--- config.mk ---
export PLATFORM = sky130hd
export DESIGN_NAME = ufm_writer
export DESIGN_NICKNAME = d
export VERILOG_FILES = /design/src/rtl/ufm_writer.sv
export SDC_FILE = /design/constraint.sdc
export NUM_CORES = 1
export LEC_CHECK = 0
export BUFFER_PORTS_ARGS = -buffer_cell sky130_fd_sc_hd__buf_2
export CORE_UTILIZATION = 30
export CTS_CLUSTER_SIZE = 20
export DETAILED_ROUTE_END_ITERATION = 10
export SYNTH_ARGS = -nofsm -noshare
export SYNTH_HDL_FRONTEND = slang
export SYNTH_SLANG_ARGS = --single-unit
--- constraint.sdc ---
create_clock -name clock -period 8 [get_ports clock]
set_input_delay 2 -clock clock [delete_from_list [all_inputs] [get_ports clock]]
set_output_delay 2 -clock clock [all_outputs]
set_load 0.03 [all_outputs]
--- src/rtl/ufm_writer.sv ---
// SPI initiator programming one 16-bit UFM word per request: WREN, WRITE, then RDSR polling.
// Optional read-back compare of the programmed word when UFM_WRITER_VERIFY_EN is defined.
module ufm_writer #(
    parameter int SCK_HALF = 1,
    parameter int NCS_GAP  = 4,
    parameter int POLL_MAX = 4095
) (
    input  logic        clock,
    input  logic        reset,
    input  logic        wr_req,
    input  logic [8:0]  wr_addr,
    input  logic [15:0] wr_data,
    output logic        busy,
    output logic        done,
    output logic        err,
    output logic        spi_ncs,
    output logic        spi_sck,
    output logic        spi_si,
    input  logic        spi_so
);

    localparam int HW = (SCK_HALF > 1) ? $clog2(SCK_HALF) : 1;
    localparam int GW = (NCS_GAP > 1) ? $clog2(NCS_GAP) : 1;
    localparam logic [HW-1:0] HALF_LAST = HW'(SCK_HALF - 1);
    localparam logic [GW-1:0] GAP_LAST  = GW'(NCS_GAP - 1);
    localparam logic [11:0]   POLL_LIM  = 12'(POLL_MAX);

`ifdef UFM_WRITER_VERIFY_EN
    localparam int RXW = 16;
`else
    localparam int RXW = 1;
`endif

    typedef enum logic [3:0] {
        S_IDLE,
        S_WREN,
        S_GAP1,
        S_WRITE,
        S_GAP2,
        S_POLL,
`ifdef UFM_WRITER_VERIFY_EN
        S_GAP3,
        S_VERIFY,
`endif
        S_FIN
    } state_t;

    state_t          state, state_nxt;
    logic            busy_nxt, done_nxt, err_nxt;
    logic            ncs_nxt, sck_nxt, si_nxt;
    logic [HW-1:0]   half_cnt, half_nxt;
    logic [GW-1:0]   gap_cnt, gap_nxt;
    logic [5:0]      bit_cnt, bit_nxt;
    logic            stat_phase, stat_nxt;
    logic [11:0]     poll_cnt, poll_nxt, poll_inc;
    logic [39:0]     shreg, sh_nxt;
    logic [RXW-1:0]  rx, rx_nxt;
    logic [8:0]      addr_q, addr_nxt;
    logic [15:0]     data_q, data_nxt;
    logic            half_done;
    logic            load, frame_end;
    logic [39:0]     load_word;
    logic [5:0]      load_bits;

    always_comb begin
        state_nxt = state;
        busy_nxt  = busy;
        done_nxt  = 1'b0;
        err_nxt   = err;
        ncs_nxt   = spi_ncs;
        sck_nxt   = spi_sck;
        si_nxt    = spi_si;
        half_nxt  = half_cnt;
        gap_nxt   = gap_cnt;
        bit_nxt   = bit_cnt;
        stat_nxt  = stat_phase;
        poll_nxt  = poll_cnt;
        sh_nxt    = shreg;
        rx_nxt    = rx;
        addr_nxt  = addr_q;
        data_nxt  = data_q;
        load      = 1'b0;
        load_word = '0;
        load_bits = '0;
        frame_end = 1'b0;
        half_done = (half_cnt == HALF_LAST);
        poll_inc  = (poll_cnt == 12'hFFF) ? poll_cnt : poll_cnt + 12'd1;

        case (state)
            S_IDLE: begin
                if (wr_req) begin
                    addr_nxt  = wr_addr;
                    data_nxt  = wr_data;
                    busy_nxt  = 1'b1;
                    err_nxt   = 1'b0;
                    poll_nxt  = '0;
                    load      = 1'b1;
                    load_word = {8'h06, 32'h0};
                    load_bits = 6'd8;
                    state_nxt = S_WREN;
                end
            end
            S_GAP1: begin
                if (gap_cnt == GAP_LAST) begin
                    load      = 1'b1;
                    load_word = {8'h02, 7'b0, addr_q, data_q};
                    load_bits = 6'd40;
                    state_nxt = S_WRITE;
                end else begin
                    gap_nxt = gap_cnt + 1'b1;
                end
            end
            S_GAP2: begin
                if (gap_cnt == GAP_LAST) begin
                    load      = 1'b1;
                    load_word = {8'h05, 32'h0};
                    load_bits = 6'd8;
                    state_nxt = S_POLL;
                end else begin
                    gap_nxt = gap_cnt + 1'b1;
                end
            end
`ifdef UFM_WRITER_VERIFY_EN
            S_GAP3: begin
                if (gap_cnt == GAP_LAST) begin
                    load      = 1'b1;
                    load_word = {8'h03, 7'b0, addr_q, 16'h0};
                    load_bits = 6'd40;
                    state_nxt = S_VERIFY;
                end else begin
                    gap_nxt = gap_cnt + 1'b1;
                end
            end
`endif
            S_FIN: begin
                state_nxt = S_IDLE;
            end
            default: begin
                // Shared bit engine for every ncs-low command frame.
                if (!half_done) begin
                    half_nxt = half_cnt + 1'b1;
                end else begin
                    half_nxt = '0;
                    if (spi_sck) begin
                        sck_nxt = 1'b0;
                        sh_nxt  = {shreg[38:0], 1'b0};
                        si_nxt  = shreg[38];
                        // Status bytes are chained without releasing ncs.
                        if (state == S_POLL && bit_cnt == 6'd0) begin
                            if (!stat_phase) begin
                                stat_nxt = 1'b1;
                                bit_nxt  = 6'd8;
                            end else begin
                                poll_nxt = poll_inc;
                                if (rx[0]) begin
                                    if (poll_inc >= POLL_LIM) begin
                                        err_nxt = 1'b1;
                                    end else begin
                                        bit_nxt = 6'd8;
                                    end
                                end
                            end
                        end
                    end else if (bit_cnt != 6'd0) begin
                        sck_nxt = 1'b1;
`ifdef UFM_WRITER_VERIFY_EN
                        rx_nxt  = {rx[14:0], spi_so};
`else
                        rx_nxt  = spi_so;
`endif
                        bit_nxt = bit_cnt - 6'd1;
                    end else begin
                        frame_end = 1'b1;
                    end
                end
            end
        endcase

        if (load) begin
            ncs_nxt  = 1'b0;
            sck_nxt  = 1'b0;
            sh_nxt   = load_word;
            si_nxt   = load_word[39];
            bit_nxt  = load_bits;
            half_nxt = '0;
            stat_nxt = 1'b0;
        end

        if (frame_end) begin
            ncs_nxt = 1'b1;
            si_nxt  = 1'b0;
            gap_nxt = '0;
            case (state)
                S_WREN:   state_nxt = S_GAP1;
                S_WRITE:  state_nxt = S_GAP2;
`ifdef UFM_WRITER_VERIFY_EN
                S_POLL:   state_nxt = err ? S_FIN : S_GAP3;
                S_VERIFY: begin
                    state_nxt = S_FIN;
                    if (rx != data_q) err_nxt = 1'b1;
                end
`endif
                default:  state_nxt = S_FIN;
            endcase
            if (state_nxt == S_FIN) begin
                done_nxt = 1'b1;
                busy_nxt = 1'b0;
            end
        end
    end

    always_ff @(posedge clock or posedge reset) begin
        if (reset) begin
            state      <= S_IDLE;
            busy       <= 1'b0;
            done       <= 1'b0;
            err        <= 1'b0;
            spi_ncs    <= 1'b1;
            spi_sck    <= 1'b0;
            spi_si     <= 1'b0;
            half_cnt   <= '0;
            gap_cnt    <= '0;
            bit_cnt    <= '0;
            stat_phase <= 1'b0;
            poll_cnt   <= '0;
        end else begin
            state      <= state_nxt;
            busy       <= busy_nxt;
            done       <= done_nxt;
            err        <= err_nxt;
            spi_ncs    <= ncs_nxt;
            spi_sck    <= sck_nxt;
            spi_si     <= si_nxt;
            half_cnt   <= half_nxt;
            gap_cnt    <= gap_nxt;
            bit_cnt    <= bit_nxt;
            stat_phase <= stat_nxt;
            poll_cnt   <= poll_nxt;
        end
    end

    always_ff @(posedge clock) begin
        shreg  <= sh_nxt;
        rx     <= rx_nxt;
        addr_q <= addr_nxt;
        data_q <= data_nxt;
    end

endmodule

==> reports/metrics.yaml <==
status: "finished, final reports clean"
endpoint_kind: "register"
crit_start: "wr_req"
port_buffers: 34
rows: 43
vias: 2728
gp_congestion: 0.850
htree_levels: 3
overflow: 0
worstMarginPinSlew_ns: 1.06
cts_buffers: 9
setup_viol: 0
fin_setup_tns_ns: 0
max_slew_margin_pct: 29.3
syn_area_mm2: 0.00424
antenna_cells: 0
final_cells: 556
first_iter_violations: 193
cts_tree: "yes"
max-clock-path-buffers: 2
ctsHoldBuffers: 0
fin_nets: 404
clock_sinks: 95
critical_path_class: "in -> reg"
cts_resized: 0
grt_max_degree: 40
ir_worst_vdd_mv: 0.123
hold_class: "reg -> reg"
synth-simple-area-share_pct: 16.8
worstPathRequired_ns: 8.18
min_from: "spi_ncs"
fill_cells: 1337
drt_wl_total_um: 8130
area_delta_synth_final_pct: 15.2
ant_nets: 0
synthMuxAreaShare_pct: 1.48
grt_usage_pct: 11.9
design.core.area_mm2: 0.0138
fp.dieH_um: 121
p_per_area_mw_per_mm2: 378
cp_max_fo: 37
vias_per_cell: 4.91
skew_ns: 0.0113
critPathArrivalTime_ns: 3.74
synthCells: 338
first_pass_iters: 4
hpwl_um: 5210
rr_startpoint: "state[1]"
leakage_nw: 1.85
async_flop_share_pct: 31.6
die-area_mm2: 0.0146
synthAdderAreaFrac_pct: 1.18
final_max_slew_viol_count: 0
postCtsSetupRepairBufs: 0
syn_area_per_cell_um2: 12.5
min_period_over_period_pct: 44.5
synth-seq-area-share_pct: 63.8
synth.distinct_cells: 52
drive_above_1_share_pct: 17.8
routedWlPerCell_um: 14.6
initial_utilization_pct: 30.6
synth_compound_area_share_pct: 13.1
antenna_found_initial: 0
synth-main-ff-cell: "edfxtp_1"
rsz0062_at_grt: "no"
drc: 0
synth_fp_nets: 371
ios: 35
root_buffer: "clkbuf_16"
ys_seq_elements: 95
start_kind: "primary input"
synth_warnings: 0
insertion_delay_ns: 0.35
hold_viol: 0
grt_pass1_wl_um: 13500
synth_edf_count: 65
synth_xor_area_share_pct: 1.03
max_cap_viol_count: 0
fin_crit_ns: 3.56
grt_pass1_vias: 2654
die_w_um: 121
clk_pin_slew_worst_paths_ns: 0.07
synth_top_family_by_area: "simple AND/OR/NAND/NOR gates"
clock.fmax_mhz: 281
placedCellCount: 540
metal layers:
metal	track usage, %	part of all wire [%]
met1	16.7	49
met4	4.94	1.5
met5	0	0
met3	2.83	4.4
met2	17.5	45
metrics by stage:
step	hold slack, ns	setup WS, ns	cell area, um^2	util, %	total power, mW
6_report	0.507	4.44	4880	35.3	1.84
5_1_grt	0.529	4.30	4880	35.3	1.96
4_1_cts	0.510	4.46	4880	35.3	1.86
3_5_place_dp	0.498	4.12	4600	33.3	1.45
3_3_place_gp	0.491	4.15	4600	33.3	1.43
2_1_floorplan	0.472	3.48	4240	-	1.31
flip-flops by register name, summed over array words and instances, names as in the netlist:
register and count:
shreg 39, data_q 16, poll_cnt 12, addr_q 9, bit_cnt 6, state 3, gap_cnt 2, busy 1
done 1, err 1, rx 1, spi_ncs 1, spi_sck 1, spi_si 1, stat_phase 1
power breakdown:
part / internal (mW) / switching (mW)
logic: 0.210 / 0.297
clock network: 0.221 / 0.180
registers: 0.791 / 0.145
total: 1.22 / 0.622
worst paths after layout:
check	cells after the start	end	slack, ns
hold / removal	1	spi_ncs	0.51
setup / recovery	7	bit_cnt[1]	4.44
hold reg to reg	1	spi_ncs	0.51
min in group asynchronous	3	poll_cnt[6]	1.73
setup reg to reg	4	shreg[0]	5.45
max in group asynchronous	3	spi_ncs	5.94
kinds of logic after synthesis:
logic type,after synthesis
compound gates,74
flops,95
simple gates,128
buf+inv,26
xor+xnor,5
fa+ha+maj,4
mux,6
Yosys cell counts, drive strengths merged, types with 2 or more instances:
| master | number | area [um^2] |
|---|---|---|
| nor3b | 3 | 27.5 |
| nand2b | 3 | 18.8 |
| ha | 4 | 50.1 |
| nor2b | 5 | 31.3 |
| edfxtp | 65 | 1950 |
| nor3 | 10 | 55.1 |
| nand3 | 11 | 55.1 |
| nand4 | 6 | 67.6 |
| a21o | 2 | 15.0 |
| nor4 | 5 | 37.5 |
| o21ai | 8 | 40.0 |
| or2 | 2 | 12.5 |
| a211o | 2 | 17.5 |
| and3 | 5 | 31.3 |
| a22o | 25 | 219 |
| buf | 6 | 30.0 |
| xnor2 | 2 | 17.5 |
| dfrtp | 29 | 726 |
| mux2i | 4 | 40.0 |
| nor2 | 33 | 131 |
| and2 | 17 | 106 |
| mux2 | 2 | 22.5 |
| clkbuf | 8 | 30.0 |
| xor2 | 3 | 26.3 |
| o31ai | 3 | 27.5 |
| nand3b | 2 | 15.0 |
| a21oi | 14 | 70.1 |
| inv | 12 | 45.0 |
| nand2 | 21 | 78.8 |
| a211oi | 6 | 45.0 |
| a31oi | 4 | 25.0 |
| o22ai | 3 | 18.8 |
cell usage in the layout (no fill, tap or decap), types with 11 or more instances in the layout:
| cell type | netlist | routed |
|---|---|---|
| nand3_1 | 11 | 11 |
| buf_2 | 6 | 34 |
| nor2_1 | 32 | 30 |
| edfxtp_1 | 65 | 65 |
| dfrtp_1 | 29 | 29 |
| inv_1 | 12 | 12 |
| a22o_1 | 25 | 25 |
| nand2_1 | 21 | 21 |
| a21oi_1 | 14 | 14 |
| and2_1 | 17 | 17 |
area by class of cell:
type	count	area (um^2)	area share, %
clock buffer	12	246	5.05
multi-input combinational	217	1440	29.6
clock inverter	4	31.3	0.641
inverter	12	45.0	0.923
sequential	95	2700	55.4
tap	180	225	4.62
timing repair buffer	36	185	3.79
critical path, stage by stage:
cell and delay [ns]:
buf_2 0.12, nor4b_2 0.19, buf_4 0.46, a211o_1 0.18, nor2_1 0.05, nor3_1 0.51
o221ai_1 0.23
No activity file was read; power rests on OpenSTA's default activity.
